File: src/rtl/freq_gate_counter_pkg.sv
// Shared types and default constants for the gated edge counter.
//   fgc_state_e : measurement FSM state encoding
//   FGC_*_DEF   : default parameter values for the top level
package freq_gate_counter_pkg;

  typedef enum logic [1:0] {
    FGC_IDLE  = 2'd0,
    FGC_ARM   = 2'd1,
    FGC_GATE  = 2'd2,
    FGC_LATCH = 2'd3
  } fgc_state_e;

  localparam int unsigned FGC_GATE_CYCLES_DEF = 1000000;
  localparam int unsigned FGC_CNT_W_DEF       = 24;
  localparam int unsigned FGC_SYNC_STAGES_DEF = 2;
  localparam int unsigned FGC_LED_W           = 4;

endpackage

File: src/rtl/freq_gate_counter_if.sv
// Control/result bundle of the gated edge counter.
//   start, continuous             : measurement requests (master -> slave)
//   count_out, count_valid,
//   overflow, busy, led_out       : result and status (slave -> master)
interface freq_gate_counter_if
  import freq_gate_counter_pkg::*;
#(
  parameter int unsigned CNT_W = FGC_CNT_W_DEF
) ();

  logic                 start;
  logic                 continuous;
  logic [CNT_W-1:0]     count_out;
  logic                 count_valid;
  logic                 overflow;
  logic                 busy;
  logic [FGC_LED_W-1:0] led_out;

  modport master (
    output start, continuous,
    input  count_out, count_valid, overflow, busy, led_out
  );

  modport slave (
    input  start, continuous,
    output count_out, count_valid, overflow, busy, led_out
  );

endinterface

File: src/rtl/freq_gate_counter_sync_edge_detect.sv
// Synchronizer for an asynchronous input followed by a rising-edge detector.
//   clk      : sampling clock
//   rst      : synchronous active-high reset, clears the whole chain
//   async_in : input with no timing relation to clk
//   rise_c   : combinational one-cycle pulse on a synchronized 0->1 transition
module sync_edge_detect #(
  parameter int unsigned SYNC_STAGES = 2
) (
  input  logic clk,
  input  logic rst,
  input  logic async_in,
  output logic rise_c
);

  logic [SYNC_STAGES-1:0] sync_q, sync_d;
  logic                   prev_q, prev_d;

  // Shift the raw input in at bit 0; the top bit is the synchronized value.
  always_comb begin
    sync_d = {sync_q[SYNC_STAGES-2:0], async_in};
    prev_d = sync_q[SYNC_STAGES-1];
  end

  always_ff @(posedge clk) begin
    if (rst) begin
      sync_q <= '0;
      prev_q <= 1'b0;
    end else begin
      sync_q <= sync_d;
      prev_q <= prev_d;
    end
  end

  assign rise_c = sync_q[SYNC_STAGES-1] & ~prev_q;

endmodule

File: src/rtl/freq_gate_counter.sv
// Counts rising edges of an asynchronous test input over a fixed window of
// GATE_CYCLES clocks and latches the result for readout.
//   pll_inst1_CLKOUT0 : system clock
//   rst               : synchronous active-high reset
//   data_in           : asynchronous oscillator input
//   bus (slave)       : start/continuous requests; count_out, count_valid,
//                       overflow, busy, led_out results (all registered)
module freq_gate_counter
  import freq_gate_counter_pkg::*;
#(
  parameter int unsigned GATE_CYCLES = FGC_GATE_CYCLES_DEF,
  parameter int unsigned CNT_W       = FGC_CNT_W_DEF,
  parameter int unsigned SYNC_STAGES = FGC_SYNC_STAGES_DEF,
  parameter int unsigned LED_SHIFT   = 0
) (
  input logic                pll_inst1_CLKOUT0,
  input logic                rst,
  input logic                data_in,
  freq_gate_counter_if.slave bus
);

  localparam int unsigned       GATE_W    = $clog2(GATE_CYCLES);
  localparam logic [GATE_W-1:0] GATE_LAST = GATE_W'(GATE_CYCLES - 1);
  localparam logic [CNT_W-1:0]  CNT_MAX   = '1;

  fgc_state_e           state_q, state_d;
  logic [GATE_W-1:0]    gate_cnt_q, gate_cnt_d;
  logic [CNT_W-1:0]     edge_cnt_q, edge_cnt_d;
  logic                 sat_q, sat_d;
  logic [CNT_W-1:0]     count_out_q, count_out_d;
  logic                 count_valid_q, count_valid_d;
  logic                 overflow_q, overflow_d;
  logic                 busy_q, busy_d;
  logic [FGC_LED_W-1:0] led_q, led_d;
  logic                 rise_c;

  sync_edge_detect #(
    .SYNC_STAGES (SYNC_STAGES)
  ) u_sync (
    .clk      (pll_inst1_CLKOUT0),
    .rst      (rst),
    .async_in (data_in),
    .rise_c   (rise_c)
  );

  // Next state, window/edge counters and result registers.
  always_comb begin
    state_d       = state_q;
    gate_cnt_d    = gate_cnt_q;
    edge_cnt_d    = edge_cnt_q;
    sat_d         = sat_q;
    count_out_d   = count_out_q;
    overflow_d    = overflow_q;
    count_valid_d = 1'b0;

    case (state_q)
      FGC_IDLE: begin
        if (bus.start || bus.continuous) state_d = FGC_ARM;
      end
      FGC_ARM: begin
        gate_cnt_d = '0;
        edge_cnt_d = '0;
        sat_d      = 1'b0;
        state_d    = FGC_GATE;
      end
      FGC_GATE: begin
        // sat flags an edge that arrived while the counter was already full.
        if (rise_c) begin
          if (edge_cnt_q == CNT_MAX) sat_d = 1'b1;
          else                       edge_cnt_d = edge_cnt_q + CNT_W'(1);
        end
        if (gate_cnt_q == GATE_LAST) begin
          state_d = FGC_LATCH;
        end else begin
          gate_cnt_d = gate_cnt_q + GATE_W'(1);
        end
      end
      FGC_LATCH: begin
        count_out_d   = edge_cnt_q;
        overflow_d    = sat_q;
        count_valid_d = 1'b1;
        state_d       = bus.continuous ? FGC_ARM : FGC_IDLE;
      end
      default: state_d = FGC_IDLE;
    endcase

    // Registered from next state so busy lines up with ARM/GATE/LATCH.
    busy_d = (state_d != FGC_IDLE);
    led_d  = count_out_d[LED_SHIFT +: FGC_LED_W];
  end

  // FSM state register.
  always_ff @(posedge pll_inst1_CLKOUT0) begin
    if (rst) state_q <= FGC_IDLE;
    else     state_q <= state_d;
  end

  // Datapath and output registers.
  always_ff @(posedge pll_inst1_CLKOUT0) begin
    if (rst) begin
      gate_cnt_q    <= '0;
      edge_cnt_q    <= '0;
      sat_q         <= 1'b0;
      count_out_q   <= '0;
      count_valid_q <= 1'b0;
      overflow_q    <= 1'b0;
      busy_q        <= 1'b0;
      led_q         <= '0;
    end else begin
      gate_cnt_q    <= gate_cnt_d;
      edge_cnt_q    <= edge_cnt_d;
      sat_q         <= sat_d;
      count_out_q   <= count_out_d;
      count_valid_q <= count_valid_d;
      overflow_q    <= overflow_d;
      busy_q        <= busy_d;
      led_q         <= led_d;
    end
  end

  assign bus.count_out   = count_out_q;
  assign bus.count_valid = count_valid_q;
  assign bus.overflow    = overflow_q;
  assign bus.busy        = busy_q;
  assign bus.led_out     = led_q;

endmodule
File: src/flat_wrapper.sv
// flat-port wrapper written by rule: the top's interface ports become plain ports
module freq_gate_counter_flat import freq_gate_counter_pkg::*;
#(
  parameter int unsigned GATE_CYCLES = FGC_GATE_CYCLES_DEF,
  parameter int unsigned CNT_W       = FGC_CNT_W_DEF,
  parameter int unsigned SYNC_STAGES = FGC_SYNC_STAGES_DEF,
  parameter int unsigned LED_SHIFT   = 0
)
  (pll_inst1_CLKOUT0, rst, data_in, bus_start, bus_continuous, bus_count_out, bus_count_valid, bus_overflow, bus_busy, bus_led_out);
  freq_gate_counter_if #(.CNT_W(CNT_W)) bus_i ();
  input logic pll_inst1_CLKOUT0;
  input logic rst;
  input logic data_in;
  input wire logic [$bits(bus_i.start)-1:0] bus_start;
  input wire logic [$bits(bus_i.continuous)-1:0] bus_continuous;
  output wire logic [$bits(bus_i.count_out)-1:0] bus_count_out;
  output wire logic [$bits(bus_i.count_valid)-1:0] bus_count_valid;
  output wire logic [$bits(bus_i.overflow)-1:0] bus_overflow;
  output wire logic [$bits(bus_i.busy)-1:0] bus_busy;
  output wire logic [$bits(bus_i.led_out)-1:0] bus_led_out;
  assign bus_i.start = bus_start;
  assign bus_i.continuous = bus_continuous;
  assign bus_count_out = bus_i.count_out;
  assign bus_count_valid = bus_i.count_valid;
  assign bus_overflow = bus_i.overflow;
  assign bus_busy = bus_i.busy;
  assign bus_led_out = bus_i.led_out;
  freq_gate_counter #(.GATE_CYCLES(GATE_CYCLES), .CNT_W(CNT_W), .SYNC_STAGES(SYNC_STAGES), .LED_SHIFT(LED_SHIFT)) u_core (.pll_inst1_CLKOUT0(pll_inst1_CLKOUT0), .rst(rst), .data_in(data_in), .bus(bus_i));
endmodule
File: config.mk
export PLATFORM = sky130hd
export DESIGN_NAME = freq_gate_counter_flat
export DESIGN_NICKNAME = d
export VERILOG_FILES = /design/src/rtl/freq_gate_counter_pkg.sv /design/src/rtl/freq_gate_counter_if.sv /design/src/rtl/freq_gate_counter_sync_edge_detect.sv /design/src/rtl/freq_gate_counter.sv /design/src/flat_wrapper.sv
export SDC_FILE = /design/constraint.sdc
export NUM_CORES = 1
export LEC_CHECK = 0
export ABC_AREA = 1
export ABC_CLOCK_PERIOD_IN_PS = 2410
export CAP_MARGIN = 0
export CELL_PAD_IN_SITES_DETAIL_PLACEMENT = 1
export CELL_PAD_IN_SITES_GLOBAL_PLACEMENT = 1
export CORE_MARGIN = 2
export CORE_UTILIZATION = 41
export DETAILED_ROUTE_END_ITERATION = 10
export PLACE_DENSITY = 0.83
export SYNTH_ARGS = -nofsm -noshare
export SYNTH_HDL_FRONTEND = slang
export SYNTH_SLANG_ARGS = --single-unit
File: constraint.sdc
create_clock -name pll_inst1_CLKOUT0 -period 2.41 [get_ports pll_inst1_CLKOUT0]
set_input_delay 0.723 -clock pll_inst1_CLKOUT0 [delete_from_list [all_inputs] [get_ports pll_inst1_CLKOUT0]]
set_output_delay 0.723 -clock pll_inst1_CLKOUT0 [all_outputs]
set_load 0.1 [all_outputs]
### Word level (Yosys, flattened, before mapping)

Cells that the tools add are included.

* input port bits: 5
* register bits: 77
* output and inout port bits: 31
* logic and storage cells: 45

* bitwise operators: 2
* equality and inequality tests: 9
* reduce and logical (&&, ||, !) cells: 7
* mux-type cells: 14
* add/subtract/negate cells: 2

Operators by type and width (count)
* $mux 24: 2
* $pmux 24 s2: 1
* $pmux 20 s2: 1
* $add 24x1->24 const B: 1
* $eq 24x24->1 const B: 1
* $add 20x1->20 const B: 1
* $eq 20x20->1 const B: 1
* $mux 20: 1
* $pmux 2 s4: 1
* $reduce_and 3->1: 2
* $eq 2x2->1 const B: 2
* $mux 1: 4
* $mux 2: 2
* $mux 4: 1
* $ne 2x1->1 const B: 2
* $ne 2x2->1 const B: 2
* $reduce_bool 2->1: 2
* $eq 2x1->1 const B: 1
* $logic_not 2->1: 1
* $pmux 1 s2: 1
* $reduce_and 2->1: 1
* $and 1x1->1: 1
* $logic_or 1x1->1: 1
* $not 1->1: 1

### Logic depth before layout (Yosys ltp)

* depth after elaboration: 4
* gate-level depth with buffers: 12

### Modules after synthesis

Synthesis repeated with hierarchy kept, for this count alone.

* cells, all modules: 625
* area total of the unflattened synthesis: 4033.9 µm²

By module, submodules not included
* freq_gate_counter: area each 3947.5 µm², times used 1, cells each 615
* sync_edge_detect: area each 86.3 µm², times used 1, cells each 10

### Least setup slack after synthesis

Ideal clock, no wire load.

* path type: register -> output
* start point: register u_core.led_q[0], in the netlist u_core.bus.led_out[0]
* end point: output port bus_led_out[0]
* cell stages (with the launch flop): 2
* data arrival time: 1.369 ns
* path slack: 0.318 ns
* cell sequence: dfxtp_1 buf_4

RTL lines
* start: declaration: line freq_gate_counter.sv:34 `logic [FGC_LED_W-1:0] led_q, led_d;`
* start signal: assignment: line freq_gate_counter.sv:117 `led_q <= led_d;`
* end: declaration: line flat_wrapper.sv:20 `output wire logic [$bits(bus_i.led_out)-1:0] bus_led_out;`

No word-level cell between the ends.

### Final worst setup path

* start point: register u_core.edge_cnt_q[0]
* end point: register u_core.edge_cnt_q[21]

* word-level cells in the longest chain between the ends: 4

Ends and longest elaborated chain
* start: declaration: line freq_gate_counter.sv:28 `logic [CNT_W-1:0] edge_cnt_q, edge_cnt_d;`
* start signal: assignment: line freq_gate_counter.sv:111 `edge_cnt_q <= edge_cnt_d;`
* $add 24x1->24: line freq_gate_counter.sv:70 `else edge_cnt_d = edge_cnt_q + CNT_W'(1);`
* $mux 24: line freq_gate_counter.sv:69 `if (edge_cnt_q == CNT_MAX) sat_d = 1'b1;`
* $mux 24: line freq_gate_counter.sv:68 `if (rise_c) begin`
* $pmux 24 s2: line freq_gate_counter.sv:56 `case (state_q)`

Several ways; a longest one is shown, not always the timed one. The select of a mux whose other input is x is not followed.
A chain may end at the register's enable or synchronous reset.

==> results.md <==
* Hold buffers post-CTS at 0
* Worst setup margin at 277 ps
* Fillers at 1263
* Total GRT Usage at 24.1%
* Leak at 1.81 nW
* Max Freq at 0.469 GHz
* Post-route setup TNS at 0 ps
* Cell Pwr Density at 1000 mW/mm2
* Synth Instances at 608
* CORE AREA at 0.00928 mm2
* Root buffer cell: clkbuf_8
* Worst hold slack at 416 ps
* Crit-path cells: buf_4 > nand3_1 > nor2_1 > nand2_1 > nor2_1 > inv_1 > o21ai_0 > nand2_1 > a21oi_1
* Worst Skew at 13.5 ps
* Drt pass-1 iters at 4
* Final Setup Violations at 0
* Die height at 102 um
* Period utilization at 88.5%
* DRT antenna net count at 0
* Cell total after placement at 766
* Gpl congestion at 0.907
* Critical path type: reg -> reg
* H-Tree Depth at 3
* Dpl ws at 296 ps
* Worst slew pin tran at 539 ps
* HPWL after DPL at 8980 um
* Slowest CP cell: nor2_1
* Global-route wire length before repair at 19700 um
* Clock Pin Slew Worst Setup and Hold Paths at 80 ps
* Overflow after GRT at 0
* Drt drc at 0
* Initial Util at 42.5%
* Slew headroom at 64.0%
* Pin count of the biggest net entering global routing at 42
* Vias in the first global route at 4045
* Startpoint Class: register
* Share of layout cells above drive strength 1 at 11.7%
* Status: complete, no violations
* Fin. Hold Viols at 0
* Worst hold-check path type: reg -> reg
* Endpoint class of the critical path: register
* WL/cell at 15.3 um
* RSZ-0062 raised after global routing: false
* Synthesized area per cell at 6.49 um2
* Mapped cell area at 0.00395 mm2
* Final cell count without fillers at 781
* Num Clock Sinks at 77
* PortBufs at 35
* Tot Pwr at 4.62 mW
* Die W at 102 um
* Resized Gates After CTS at 0
* Yosys cell types at 29
* Data required time of the worst path at 2700 ps
* Crit-path max cell delay at 400 ps
* Min Tclk post-route at 2130 ps
* Arr. time, crit path at 2420 ps
* Peak VDD IR at 0.421 mV
* P&R area growth vs syn at 16.8%
* DRT Wirelength at 12000 um
* Initial antenna violation count at 0
* Reg area at 0.00154 mm2
* DR vias/cell at 5.18
* Max Slew Vio Count at 0
* CP Max Fanout at 6
* Area of the multi-input gates at 0.00204 mm2
* ANT cells at 0
* MaxCap Viol Count at 0
* Clock Latency Late Sink at 350 ps
* DR iter-0 viols at 187
* Die ar. at 0.0104 mm2
* Via count at 4047
* CTS tree: done
* Mapped Nets at 619
* Nets at 659
* Rows at 35
* Synthesized flop and latch total at 77
* Synth Warn # at 0
* Post-CTS Setup Bufs at 0
* Num CTS Buffers at 9
* I/O pins at 36
* Share of the yosys chip area belonging to registers at 39.0%
* Max Root-Sink Buffers at 2
power by group:
group / total, mW / internal, mW / switching, mW / leakage, nW
Combinational: 2.01 / 0.463 / 1.55 / 1.08
Clock: 1.08 / 0.578 / 0.499 / 0.105
Sequential: 1.53 / 1.42 / 0.106 / 0.624
Total: 4.62 / 2.46 / 2.15 / 1.81
cell usage after synthesis:
cell type	number	area share [%]
xnor2_1	1	0.22
a31oi_1	2	0.32
or2_2	2	0.32
buf_6	3	0.86
nor3_1	3	0.38
nand3b_1	2	0.38
a21oi_1	43	5.5
nand2_2	1	0.16
nor2_1	117	11
nor2_2	1	0.16
o21ai_0	36	4.6
nor2_4	2	0.57
nand4_1	12	1.9
inv_1	63	6.0
dfxtp_1	77	39
nand3_1	31	3.9
buf_1	1	0.095
nand2_1	157	15
nand3_2	2	0.51
buf_2	2	0.25
a21oi_2	4	0.89
xor2_1	3	0.67
a21boi_0	2	0.38
nor3b_1	2	0.38
o21ai_1	5	0.63
buf_4	4	0.76
ha_1	6	1.9
clkbuf_1	14	1.3
o21bai_1	10	1.9
cells by family (layout without fill, tap and decap cells):
| family | count (synthesis) | count (layout) | synth area share (%) |
|---|---|---|---|
| and+or+nand+nor | 332 | 332 | 34.7 |
| AOI/OAI and AO/OA | 102 | 102 | 14.1 |
| buffers and inverters | 87 | 131 | 9.29 |
| DFF | 77 | 77 | 39.0 |
| adders and majority gates | 6 | 6 | 1.90 |
| xor gates and xnor gates | 4 | 4 | 0.888 |
worst max-delay path: cells and delay by family (launching register included):
family	cells	cell delay, ps
AO/OA/AOI/OAI	2	320
buffers and inverters	2	260
flip-flops	1	380
AND/OR/NAND/NOR	5	1120
metrics by stage:
step / utilization, % / area [um2]
after floorplan: - / 3950
after CTS: 49.6 / 4610
after global routing: 49.6 / 4610
final: 49.6 / 4610
after detailed placement: 47.4 / 4400
after global placement: 47.4 / 4400
flip-flops by register name (all words and copies together) (netlist names):
signal,cells
u_core.bus.count_out,20
u_core.u_sync.sync_q,2
u_core.gate_cnt_q,20
u_core.edge_cnt_q,24
u_core.bus.count_valid,1
u_core.bus.overflow,1
u_core.bus.led_out,4
u_core.u_sync.prev_q,1
u_core.state_q,2
u_core.bus.busy,1
u_core.sat_q,1
metal layers:
metal / vias up / wire, um / global-route usage (%)
li1: 2007 / - / -
met1: 1927 / 5720 / 32.7
met2: 96 / 5420 / 39.7
met3: 17 / 648 / 3.42
met4: 0 / 192 / 7.69
met5: - / 0 / 0
worst paths after layout:
kind                      startpoint                      end  slack, ps  cells past startpoint
max             u_core.edge_cnt_q[0]    u_core.edge_cnt_q[21]        280                      9
min reg2reg  u_core.u_sync.sync_q[0]  u_core.u_sync.sync_q[1]        420                      2
min          u_core.u_sync.sync_q[0]  u_core.u_sync.sync_q[1]        420                      2
max reg2reg     u_core.edge_cnt_q[0]    u_core.edge_cnt_q[21]        280                      9
area by class of cell:
type,count,area share [%]
Timing Repair Buffer,53,9.12
Clock buffer,9,2.69
Clock inverter,6,1.87
Multi-Input combinational cell,444,44.2
Tap cell,129,3.50
Inverter,63,5.13
Sequential cell,77,33.4
placed cells by master, fill, tap and decap left out, types with 9 or more instances in the layout:
master	instances
nand2_1	157
o21bai_1	10
clkbuf_8	9
inv_1	63
a21oi_1	43
o21ai_0	36
nand3_1	31
buf_4	48
nand4_1	12
dfxtp_1	77
nor2_1	117
No activity file was read; power rests on OpenSTA's default activity.
